File: src/rtl/hash160_pkg.sv
// Shared constants and padder state encoding for the Hash160 front end.
// The block capture logic downstream reuses the block geometry constants.
package hash160_pkg;

  localparam int unsigned BLOCK_BYTES   = 64;
  localparam logic [7:0]  PAD_MARKER    = 8'h80;
  localparam int unsigned LEN_FIELD_IDX = 56;

  typedef enum logic [1:0] {
    PadCollect = 2'd0,
    PadEmit    = 2'd1,
    PadDrain   = 2'd2
  } pad_state_e;

  // Byte idx of a single padded block holding a message of len bytes (1..55).
  function automatic logic [7:0] pad_byte(input logic [5:0] idx, input logic [5:0] len,
                                          input logic [7:0] msg);
    logic [7:0] b;
    b = 8'h00;
    if (idx < len) begin
      b = msg;
    end else if (idx == len) begin
      b = PAD_MARKER;
    end else if (idx < 6'(LEN_FIELD_IDX)) begin
      b = 8'h00;
    end else if (idx == 6'(BLOCK_BYTES - 2)) begin
      b = {7'b0, len[5]};
    end else if (idx == 6'(BLOCK_BYTES - 1)) begin
      b = {len[4:0], 3'b000};
    end
    return b;
  endfunction

endpackage

File: src/rtl/sha256_msg_padder.sv
// Buffers a 1..MAX_LEN byte message and emits one padded SHA-256 block as a
// gapless 64-byte burst; overlong messages are dropped with an o_err pulse.
module sha256_msg_padder
  import hash160_pkg::*;
#(
  parameter int unsigned MAX_LEN = 55
) (
  input  logic       clk,
  input  logic       rst_n,
  input  logic       i_valid,
  input  logic [7:0] i_data,
  input  logic       i_last,
  output logic       o_ready,
  output logic       o_valid,
  output logic [7:0] o_data,
  output logic       o_last,
  output logic       o_err
);

  localparam logic [5:0] MaxLenW  = 6'(MAX_LEN);
  localparam logic [5:0] LastIdxW = 6'(BLOCK_BYTES - 1);

  pad_state_e state_q;
  logic [5:0] cnt_q;
  logic [5:0] len_q;
  logic [5:0] idx_q;
  logic       o_valid_q;
  logic [7:0] o_data_q;
  logic       o_last_q;
  logic       o_err_q;
  logic [7:0] msg_buf_q [MAX_LEN];

  logic [5:0] cnt_inc;
  logic [7:0] first_byte;
  logic [7:0] buf_rd;

  assign o_ready = (state_q != PadEmit);
  assign o_valid = o_valid_q;
  assign o_data  = o_data_q;
  assign o_last  = o_last_q;
  assign o_err   = o_err_q;

  assign cnt_inc = cnt_q + 6'd1;

  // Byte 0 leaves on the i_last edge; for a 1-byte message it is not yet in the buffer.
  assign first_byte = (cnt_q == 6'd0) ? i_data : msg_buf_q[0];

  always_comb begin
    buf_rd = 8'h00;
    if (idx_q < MaxLenW) begin
      buf_rd = msg_buf_q[idx_q];
    end
  end

  always_ff @(posedge clk) begin
    if (state_q == PadCollect && i_valid && cnt_q < MaxLenW) begin
      msg_buf_q[cnt_q] <= i_data;
    end
  end

  always_ff @(posedge clk or negedge rst_n) begin
    if (!rst_n) begin
      state_q   <= PadCollect;
      cnt_q     <= 6'd0;
      len_q     <= 6'd0;
      idx_q     <= 6'd0;
      o_valid_q <= 1'b0;
      o_data_q  <= 8'h00;
      o_last_q  <= 1'b0;
      o_err_q   <= 1'b0;
    end else begin
      o_err_q <= 1'b0;
      case (state_q)
        PadCollect: begin
          if (i_valid) begin
            if (cnt_q == MaxLenW) begin
              o_err_q <= 1'b1;
              if (i_last) begin
                cnt_q <= 6'd0;
              end else begin
                state_q <= PadDrain;
              end
            end else if (i_last) begin
              len_q     <= cnt_inc;
              idx_q     <= 6'd1;
              o_valid_q <= 1'b1;
              o_data_q  <= first_byte;
              o_last_q  <= 1'b0;
              state_q   <= PadEmit;
            end else begin
              cnt_q <= cnt_inc;
            end
          end
        end
        PadEmit: begin
          // Byte 63 is on the port while o_last_q is high; that cycle ends the burst.
          if (o_last_q) begin
            o_valid_q <= 1'b0;
            o_data_q  <= 8'h00;
            o_last_q  <= 1'b0;
            cnt_q     <= 6'd0;
            state_q   <= PadCollect;
          end else begin
            o_data_q <= pad_byte(idx_q, len_q, buf_rd);
            o_last_q <= (idx_q == LastIdxW);
            idx_q    <= idx_q + 6'd1;
          end
        end
        PadDrain: begin
          if (i_valid && i_last) begin
            cnt_q   <= 6'd0;
            state_q <= PadCollect;
          end
        end
        default: begin
          state_q <= PadCollect;
        end
      endcase
    end
  end

endmodule

File: config.mk
export PLATFORM = sky130hd
export DESIGN_NAME = sha256_msg_padder
export DESIGN_NICKNAME = d
export VERILOG_FILES = /design/src/rtl/hash160_pkg.sv /design/src/rtl/sha256_msg_padder.sv
export SDC_FILE = /design/constraint.sdc
export NUM_CORES = 1
export LEC_CHECK = 0
export ABC_AREA = 1
export ABC_CLOCK_PERIOD_IN_PS = 2700
export BUFFER_PORTS_ARGS = -buffer_cell sky130_fd_sc_hd__buf_4
export CORE_MARGIN = 2
export CORE_UTILIZATION = 63
export DETAILED_ROUTE_END_ITERATION = 8
export PLACE_DENSITY = 0.78
export SYNTH_ARGS = -nofsm -noshare
export SYNTH_HDL_FRONTEND = slang
export SYNTH_SLANG_ARGS = --single-unit
File: constraint.sdc
create_clock -name clk -period 2.7 [get_ports clk]
set_clock_uncertainty 0.15 [all_clocks]
set_input_delay 0.135 -clock clk [delete_from_list [all_inputs] [get_ports clk]]
set_output_delay 0.135 -clock clk [all_outputs]
set_load 0.02 [all_outputs]
==> flow_summary.ini, run 1 <==
[placement]
gp_congestion = 0.9231
dpl_worst_slack_ps = 57.08
placed_area_um2 = 21570
dpl.hpwl_um = 32800
portBuffers = 23

[sta]
worstMarginPinSlew_ps = 730.0
rsz0062_at_grt = false
setup_viol_count_final = 0
slew_headroom = 0.5128
final.setup.tns_ps = 0
drv_slew = 0
hold_ws_ps = 20.64
finalCriticalPeriod_ps = 2555
setup_ws_ps = 144.6
min_period_over_period = 0.9465
final-hold-violation-count = 0
max_freq_mhz = 391.3

[detailed_routing]
initialDrtViolationCount = 1945
ant_nets = 0
vias_per_cell = 5.977
post_drt_wl_per_cell_um = 20.98
first_pass_iters = 6
wl_um = 51540
num_vias = 14685
drc = 0

[cts]
cts_tree = done
clock-sinks = 471
clock_latency_ps = 550
cts_root_buf = clkbuf_16
cts_buffers = 46
htreeDepth = 2
clkSlewWorstSetupHoldPaths_ps = 60
cts_buffer_depth = 3

[final_layout]
fillers = 2021
area_growth_pct = 14.27
final_cell_mix = nand2_1, edfxtp_1, nor2_1, inv_1, nand3_1
stdcell_area_um2 = 23220
diodes = 0
seq_area_um2 = 14000
layout_commonest_cell = nand2_1
fin_nets = 2045
layout-drive-gt1-share = 0.1129
multi_input_area_um2 = 5244

[logic_synthesis]
ys_ff_latch = 471
ys_warn_count = 0
synthCells = 1912
synth_nets = 1938
synth.distinct_cells = 32
syn_area_um2 = 20320
ys_seq_area_frac = 0.6884
avgSynthCellArea_um2 = 10.63

[global_route]
overflow = 0
use_met3 = 0.07270
met1_usage = 0.4177
grtUsageTotal = 0.3130
gr-max-usage-layer = met2
antenna_found_initial = 0
grt_max_degree = 95
grt_pass1_vias = 14236
grtUsageMet2 = 0.4972
grt_pass1_wl_um = 78600

[setup_path]
path_buf_inv = 4
worstPathRequired_ps = 2810
crit_top_cell = buf_4
cp_slowest_cell = dfrtp_1
critPathTopFamily = buffers and inverters
reg2reg_to = msg_buf_q[40][0]
r2r_slack_ps = 140
crit_path_end_kind = flop
path_class = reg -> reg
critPathMaxStageDelay_ps = 420
worstRegToRegCells = 11
startpoint_type = flop
r2r_start = cnt_q[1]
crit_chain = ha_1 > nand2_2 > nor2_4 > inv_2 > nand2_1 > a311oi_4 > buf_6 > nand4_1 > buf_4 > nor2_1 > buf_4
worstPathMaxFanout = 8
cp_data_arrival_time_ps = 2660

[min_path]
min_path_cells = 1
hold_start = i_data[5]
hold_path_class = in -> reg
hold_end = msg_buf_q[18][5]

[floorplan]
io_pins = 24
core_area_um2 = 31640
die_y_um = 183.6
rows = 65
start_util = 0.6423
dieWidth_um = 183.6
dieArea_um2 = 33710

[power]
peakVddDrop_mv = 0.8079
leakagePower_nw = 9.148
powerDensity_nw_per_um2 = 982.4
power.total_mw = 22.81

[status]
status = finished, final reports clean

[job]
cap_viol_max_count = 0
-- cell usage after synthesis --
master	instances	area share
clkbuf_1	36	0.0066
a31oi_1	1	0.00031
edfxtp_1	440	0.65
a21oi_2	1	0.00043
nand3_1	164	0.040
buf_1	12	0.0022
nor2_2	2	0.00062
xor2_1	4	0.0017
mux2i_1	1	0.00049
o32ai_1	1	0.00043
a21oi_1	52	0.013
nand3_4	2	0.0017
buf_2	46	0.011
xnor2_1	1	0.00043
ha_1	14	0.0086
nor3b_1	1	0.00037
clkinv_1	2	0.00037
nor3_1	3	0.00074
a311oi_4	1	0.0013
dfrtp_1	31	0.038
nand4_1	10	0.0031
o21ai_0	128	0.032
clkbuf_2	1	0.00025
nand2_1	478	0.088
inv_1	171	0.032
nor4_4	1	0.0010
o22ai_1	20	0.0062
nor2_1	255	0.047
nor2_4	2	0.0011
inv_2	5	0.00092
o211ai_1	24	0.0089
buf_4	2	0.00074
-- logic make-up after synthesis --
family / after synthesis / share of synthesized area
and+or+nand+nor: 918 / 0.1845
DFF: 471 / 0.6884
buffers and inverters: 275 / 0.05406
AOI/OAI and AO/OA: 228 / 0.06182
adders and majority gates: 14 / 0.008620
xor gates and xnor gates: 5 / 0.002155
muxes: 1 / 0.0004926
-- power by group --
part           switching (mW)  internal [mW]  total [mW]
Sequential              0.236           8.33        8.57
Combinational            5.47           2.44        7.91
Clock                    2.60           3.74        6.33
-- repair_timing --
| item | 4_1_cts | 5_1_grt |
|---|---|---|
| hold buffers | 11 | 0 |
| endpoints found under the setup margin | 0 | 394 |
| hold endpoints to repair | 172 | 0 |
| gates resized for setup | 0 | 5 |
| setup buffers | 0 | 1 |
-- worst max-delay path by stage --
stage | from | end | slack, ps | depth (start not counted)
3_3_place_gp | cnt_q[1] | msg_buf_q[17][0] | 140 | 10
5_1_grt | cnt_q[1] | msg_buf_q[40][7] | 10 | 11
4_1_cts | cnt_q[1] | msg_buf_q[17][0] | 10 | 10
3_5_place_dp | cnt_q[1] | msg_buf_q[17][7] | 60 | 10
2_1_floorplan | cnt_q[1] | msg_buf_q[0][0] | 200 | 8
6_report | cnt_q[1] | msg_buf_q[40][0] | 140 | 11
-- through the flow --
stage | std cells | utilization
4_1_cts | 2456 | 0.7332
6_report | 2457 | 0.7340
5_1_grt | 2457 | 0.7340
3_3_place_gp | 2361 | 0.6819
2_1_floorplan | 1912 | -
3_5_place_dp | 2361 | 0.6819
-- per-layer routing --
layer | vias up | routed length [um]
li1 | 6668 | -
met1 | 6906 | 19140
met2 | 949 | 24040
met3 | 162 | 6230
met4 | 0 | 2133
met5 | - | 0
-- final cells by class --
type                            count  area share
Sequential cell                   471      0.6027
Multi-Input combinational cell   1166      0.2258
Timing Repair Buffer              156     0.05598
Clock buffer                       61     0.05561
Inverter                          178     0.02910
Tap cell                          402     0.02166
Clock inverter                     23    0.009106
-- sequential cells by signal, summed over array words and instances (netlist names) --
signal	cells
cnt_q	6
idx_q	6
len_q	6
msg_buf_q	440
o_data	8
o_err	1
o_last	1
o_valid	1
state_q	2
No activity file was read; power rests on OpenSTA's default activity.
==> run 2, diff against run 1 <==
--- a/config.mk
+++ b/config.mk
@@ -9,9 +9,9 @@
 export ABC_CLOCK_PERIOD_IN_PS = 2700
 export BUFFER_PORTS_ARGS = -buffer_cell sky130_fd_sc_hd__buf_4
 export CORE_MARGIN = 2
-export CORE_UTILIZATION = 63
+export CORE_UTILIZATION = 55
 export DETAILED_ROUTE_END_ITERATION = 8
-export PLACE_DENSITY = 0.78
+export PLACE_DENSITY = 0.69
 export SYNTH_ARGS = -nofsm -noshare
 export SYNTH_HDL_FRONTEND = slang
 export SYNTH_SLANG_ARGS = --single-unit
==> run 2 against run 1 <==
  * Largest cell class unchanged
  * First-iteration DRC count is 15% lower
  * Critical path depth decreased by 2
  * Largest power group unchanged
  * Setup slack got worse by 55 ps
  * Critical endpoint is now msg_buf_q[15][6]
  * Clock-buffer cell count shrank 5
  * Via count fell by 3.7%
  * Routed wire length decreased by 0.28%
  * Register-to-register slack got worse by 50 ps
  * Worst hold slack improved by 320 ps
==> flow_summary.ini, run 2 (synthesis gave the netlist of run 1 again) <==
[status]
status = finished, final reports clean

[sta]
max_freq_mhz = 383.1
final-hold-violation-count = 0
finalCriticalPeriod_ps = 2610
final.setup.tns_ps = 0
slew_headroom = 0.5462
worstMarginPinSlew_ps = 680.7
drv_slew = 0
setup_viol_count_final = 0
rsz0062_at_grt = true
min_period_over_period = 0.9667

[setup_path]
critPathMaxStageDelay_ps = 390
cp_data_arrival_time_ps = 2710
worstPathRequired_ps = 2800
crit_top_cell = nand2_2
startpoint_type = flop
path_class = reg -> reg
crit_path_end_kind = flop
worstPathMaxFanout = 8
critPathTopFamily = simple AND/OR/NAND/NOR gates
cp_slowest_cell = dfrtp_1
path_buf_inv = 2
crit_chain = ha_1 > nand2_2 > nor2_4 > inv_2 > nand2_1 > a311oi_4 > nand2_2 > nor2_1 > buf_4

[final_layout]
multi_input_area_um2 = 5251
layout_commonest_cell = nand2_1
max_flop_register = msg_buf_q
fin_nets = 2043
area_growth_pct = 14.57
largest_reg_flops = 440
diodes = 0
final_cell_mix = nand2_1, edfxtp_1, nor2_1, inv_1, nand3_1
layout-drive-gt1-share = 0.1106
seq_area_um2 = 14000
fillers = 2749

[cts]
clkSlewWorstSetupHoldPaths_ps = 70
cts_setup_buffers = 0
clock_latency_ps = 560
cts_buffers = 47
cts_buffer_depth = 3
cts_root_buf = clkbuf_16
htreeDepth = 2
cts_tree = done
clock-sinks = 471

[floorplan]
dieArea_um2 = 38500
die_y_um = 196.2
io_pins = 24
start_util = 0.5564
dieWidth_um = 196.2
core_area_um2 = 36520
rows = 70

[detailed_routing]
wl_um = 51390
post_drt_wl_per_cell_um = 20.39
drc = 0
initialDrtViolationCount = 1648
first_pass_iters = 5
vias_per_cell = 5.610
ant_nets = 0
num_vias = 14143

[power]
p_seq_frac = 0.377
p_comb_frac = 0.349
peakVddDrop_mv = 0.8414
p_sw_mw = 8.334
powerDensity_nw_per_um2 = 975.5
p_int_mw = 14.38
leakagePower_nw = 9.120
power.total_mw = 22.71
clkPwrFrac = 0.274
switching_share = 0.3670

[global_route]
grtUsageTotal = 0.2708
overflow = 0
antenna_found_initial = 1
grt_pass1_vias = 13643
grt_pass1_wl_um = 78050
grt_max_degree = 103

[min_path]
hold_path_class = reg -> reg

[placement]
gp_congestion = 0.9156
dpl.hpwl_um = 32040
portBuffers = 23

[job]
cap_viol_max_count = 0
-- run 2: metrics by stage --
stage          hold slack [ps]  utilization  std cells  area, um2  setup WS, ps
4_1_cts                  334.5       0.6367       2521      23250         17.19
3_3_place_gp            -60.98       0.5928       2423      21650        -90.79
5_1_grt                  367.5       0.6374       2521      23280        -21.46
3_5_place_dp            -55.33       0.5928       2423      21650        -120.0
2_1_floorplan           -310.6            -       1912      20320         200.3
6_report                 345.3       0.6374       2521      23280         89.89
-- run 2: timing repair --
action | in CTS | in global routing
hold buffers | 13 | 0
gates cloned | 0 | 0
endpoints found under the setup margin | 48 | 70
hold endpoints to repair | 219 | 0
gates resized for setup | 2 | 8
pin swaps | 0 | 0
-- run 2: power groups by stage --
stage	Sequential, mW	Combinational, mW	Clock, mW
after floorplan	8.67	5.08	0
after global routing	8.59	8.74	6.55
after global placement	8.68	7.68	0
after CTS	8.55	7.84	6.29
after detailed placement	8.70	7.77	0
final	8.56	7.94	6.22
-- run 2: final timing paths --
path	from	endpoint	slack [ps]	cells after the start
max	cnt_q[0]	msg_buf_q[15][6]	90	9
min	len_q[5]	len_q[5]	350	2
max reg2reg	cnt_q[0]	msg_buf_q[15][6]	90	9
min reg2reg	len_q[5]	len_q[5]	350	2
max in group asynchronous	rst_n	idx_q[1]	1740	4
min in group asynchronous	rst_n	state_q[0]	460	4
-- run 2: worst register-to-register path: cells and delay by family (launching register included) --
| kind | cells | cell delay (ps) |
|---|---|---|
| and+or+nand+nor | 5 | 830 |
| DFF | 1 | 390 |
| AOI/OAI and AO/OA | 1 | 390 |
| adders and majority gates | 1 | 240 |
| buffers and inverters | 2 | 290 |
-- run 2: layout make-up --
cell class / count / area share
timing repair buffer: 153 / 0.05632
clock inverter: 29 / 0.008760
clock buffer: 56 / 0.05380
sequential: 471 / 0.6012
multi-input combinational: 1166 / 0.2256
tap: 468 / 0.02515
inverter: 178 / 0.02924
-- run 2: layer usage --
metal / GRT usage / vias to the layer above / part of all wire / wire length (um)
met3: 0.04659 / 104 / 0.083 / 4269
met5: 0 / - / 0 / 0
met4: 0.09456 / 0 / 0.031 / 1606
met1: 0.3712 / 6747 / 0.41 / 20960
met2: 0.4421 / 621 / 0.48 / 24560
li1: - / 6671 / - / -
==> run 3, diff against run 2 <==
--- a/config.mk
+++ b/config.mk
@@ -10,6 +10,7 @@
 export BUFFER_PORTS_ARGS = -buffer_cell sky130_fd_sc_hd__buf_4
 export CORE_MARGIN = 2
 export CORE_UTILIZATION = 55
+export CTS_BUF_LIST = sky130_fd_sc_hd__clkbuf_4 sky130_fd_sc_hd__clkbuf_8
 export DETAILED_ROUTE_END_ITERATION = 8
 export PLACE_DENSITY = 0.69
 export SYNTH_ARGS = -nofsm -noshare
==> run 3 against run 2 <==
  * Utilization about the same
  * Final cell count is 2.0% higher
  * Worst hold slack got worse by 40 ps
  * Cell area hardly changed
  * Critical path type unchanged
==> flow_summary.ini, run 3 (synthesis gave the netlist of run 1 again) <==
[status]
status = finished, final reports clean

[cts]
clkSlewWorstSetupHoldPaths_ps = 60
cts_root_buf = clkbuf_8
clock-sinks = 471
clock_latency_ps = 620
cts_tree = done
htreeDepth = 3
cts_buffer_depth = 3
cts_buffers = 75

[sta]
worstMarginPinSlew_ps = 674.0
final-hold-violation-count = 0
setup_viol_count_final = 0
min_period_over_period = 0.9566
finalCriticalPeriod_ps = 2583
slew_headroom = 0.5507
drv_slew = 0
final.setup.tns_ps = 0
max_freq_mhz = 387.2

[final_layout]
fin_nets = 2072
max_flop_register = msg_buf_q
final_cell_mix = nand2_1, edfxtp_1, nor2_1, inv_1, nand3_1
diodes = 0
largest_reg_flops = 440
area_growth_pct = 14.57
final_cells = 2572
layout-drive-gt1-share = 0.1331
layout_commonest_cell = nand2_1

[setup_path]
path_class = reg -> reg
reg2reg_to = msg_buf_q[47][4]
crit_top_cell = nand2_2
startpoint_type = flop
r2r_slack_ps = 120
crit_end = msg_buf_q[47][4]
cp_data_arrival_time_ps = 2750
critPathTopFamily = simple AND/OR/NAND/NOR gates
crit_path_end_kind = flop
critPathMaxStageDelay_ps = 420
worstRegToRegCells = 9
worstPathMaxFanout = 8
crit_chain = ha_2 > nand2_2 > nor2_4 > inv_2 > nand2_1 > a311oi_4 > nand2_2 > nor2_1 > buf_4
cp_slowest_cell = a311oi_4
worstPathRequired_ps = 2860
path_buf_inv = 2
r2r_start = cnt_q[0]
path_depth = 9
cp-startpoint = cnt_q[0]

[placement]
gp_congestion = 0.9156
portBuffers = 23
dpl.hpwl_um = 32040
dp.cells = 2423

[min_path]
min_path_cells = 4
hold_path_class = in -> reg
hold_start = i_last

[power]
p_comb_frac = 0.355
p_seq_frac = 0.383
leakagePower_nw = 9.173
p_sw_mw = 8.352
powerDensity_nw_per_um2 = 959.3
peakVddDrop_mv = 0.8572
p_int_mw = 13.98
clkPwrFrac = 0.262
switching_share = 0.3740

[detailed_routing]
post_drt_wl_per_cell_um = 20.02
first_pass_iters = 6
num_vias = 14287
vias_per_cell = 5.555
initialDrtViolationCount = 1539
wl_um = 51480
drc = 0
ant_nets = 0

[floorplan]
die_y_um = 196.2
dieArea_um2 = 38500
rows = 70
core_area_um2 = 36520
start_util = 0.5564
dieWidth_um = 196.2
io_pins = 24

[global_route]
grt_max_degree = 103
grt_pass1_wl_um = 78300
antenna_found_initial = 0
grtUsageTotal = 0.2726
grt_pass1_vias = 13952
overflow = 0

[job]
cap_viol_max_count = 0
## run 3: cell types whose count changed in the layout (fill, tap and decap cells not counted), moves of 3 or more
cell	previous run	this run
buf_6	2	5
clkinv_1	17	23
clkbuf_8	0	79
clkbuf_1	7	0
clkinv_2	10	6
clkbuf_16	49	0
clkbuf_4	0	27
## run 3: worst min-delay path by stage
stage	endpoint
4_1_cts	state_q[0]
2_1_floorplan	cnt_q[0]
3_3_place_gp	o_err
3_5_place_dp	state_q[0]
6_report	state_q[0]
5_1_grt	state_q[0]
## run 3: layer usage
layer  vias up  part of all wire  GRT usage
met4         0             0.032     0.1125
li1       6735                 -          -
met5         -                 0          0
met3       127             0.092    0.05346
met1      6765              0.41     0.3707
met2       660              0.47     0.4351
## run 3: final cells by class
| type | count | area, um2 |
|---|---|---|
| Inverter | 178 | 680.7 |
| Timing Repair Buffer | 154 | 1330 |
| Clock inverter | 29 | 146.4 |
| Multi-Input combinational cell | 1166 | 5254 |
| Sequential cell | 471 | 14000 |
| Clock buffer | 106 | 1290 |
| Fill cell | 2780 | 13240 |
| Tap cell | 468 | 585.6 |
## run 3: power groups by stage
stage | clock network [mW] | registers [mW] | logic (mW)
floorplan | 0 | 8.67 | 5.08
global placement | 0 | 8.68 | 7.68
detailed placement | 0 | 8.70 | 7.77
CTS | 5.93 | 8.55 | 7.82
global route | 6.23 | 8.59 | 8.76
finish | 5.85 | 8.56 | 7.93
## run 3: repair_timing
item / 4_1_cts / 5_1_grt
hold buffers: 13 / 0
gates resized for setup: 1 / 13
endpoints found under the hold margin: 343 / 0
buffers inserted: 0 / 1
pin swaps: 0 / 1
setup endpoints to repair: 48 / 94
## run 3: tightest hold or removal path: cells and delay by family
kind / cells / cell delay (ps)
buf+inv: 2 / 690
simple gates: 1 / 100
compound gates: 1 / 90
## run 3: through the flow
stage	power, mW	hold WS, ps	cell area [um2]	worst slack (ps)	utilization
CTS	22.29	278.5	23230	4.139	0.6361
global route	23.57	301.7	23280	-0.6095	0.6375
finish	22.33	305.5	23280	117.2	0.6375
global placement	16.37	-60.98	21650	-90.79	0.5928
floorplan	13.75	-310.6	20320	200.3	-
detailed placement	16.47	-55.33	21650	-120.0	0.5928
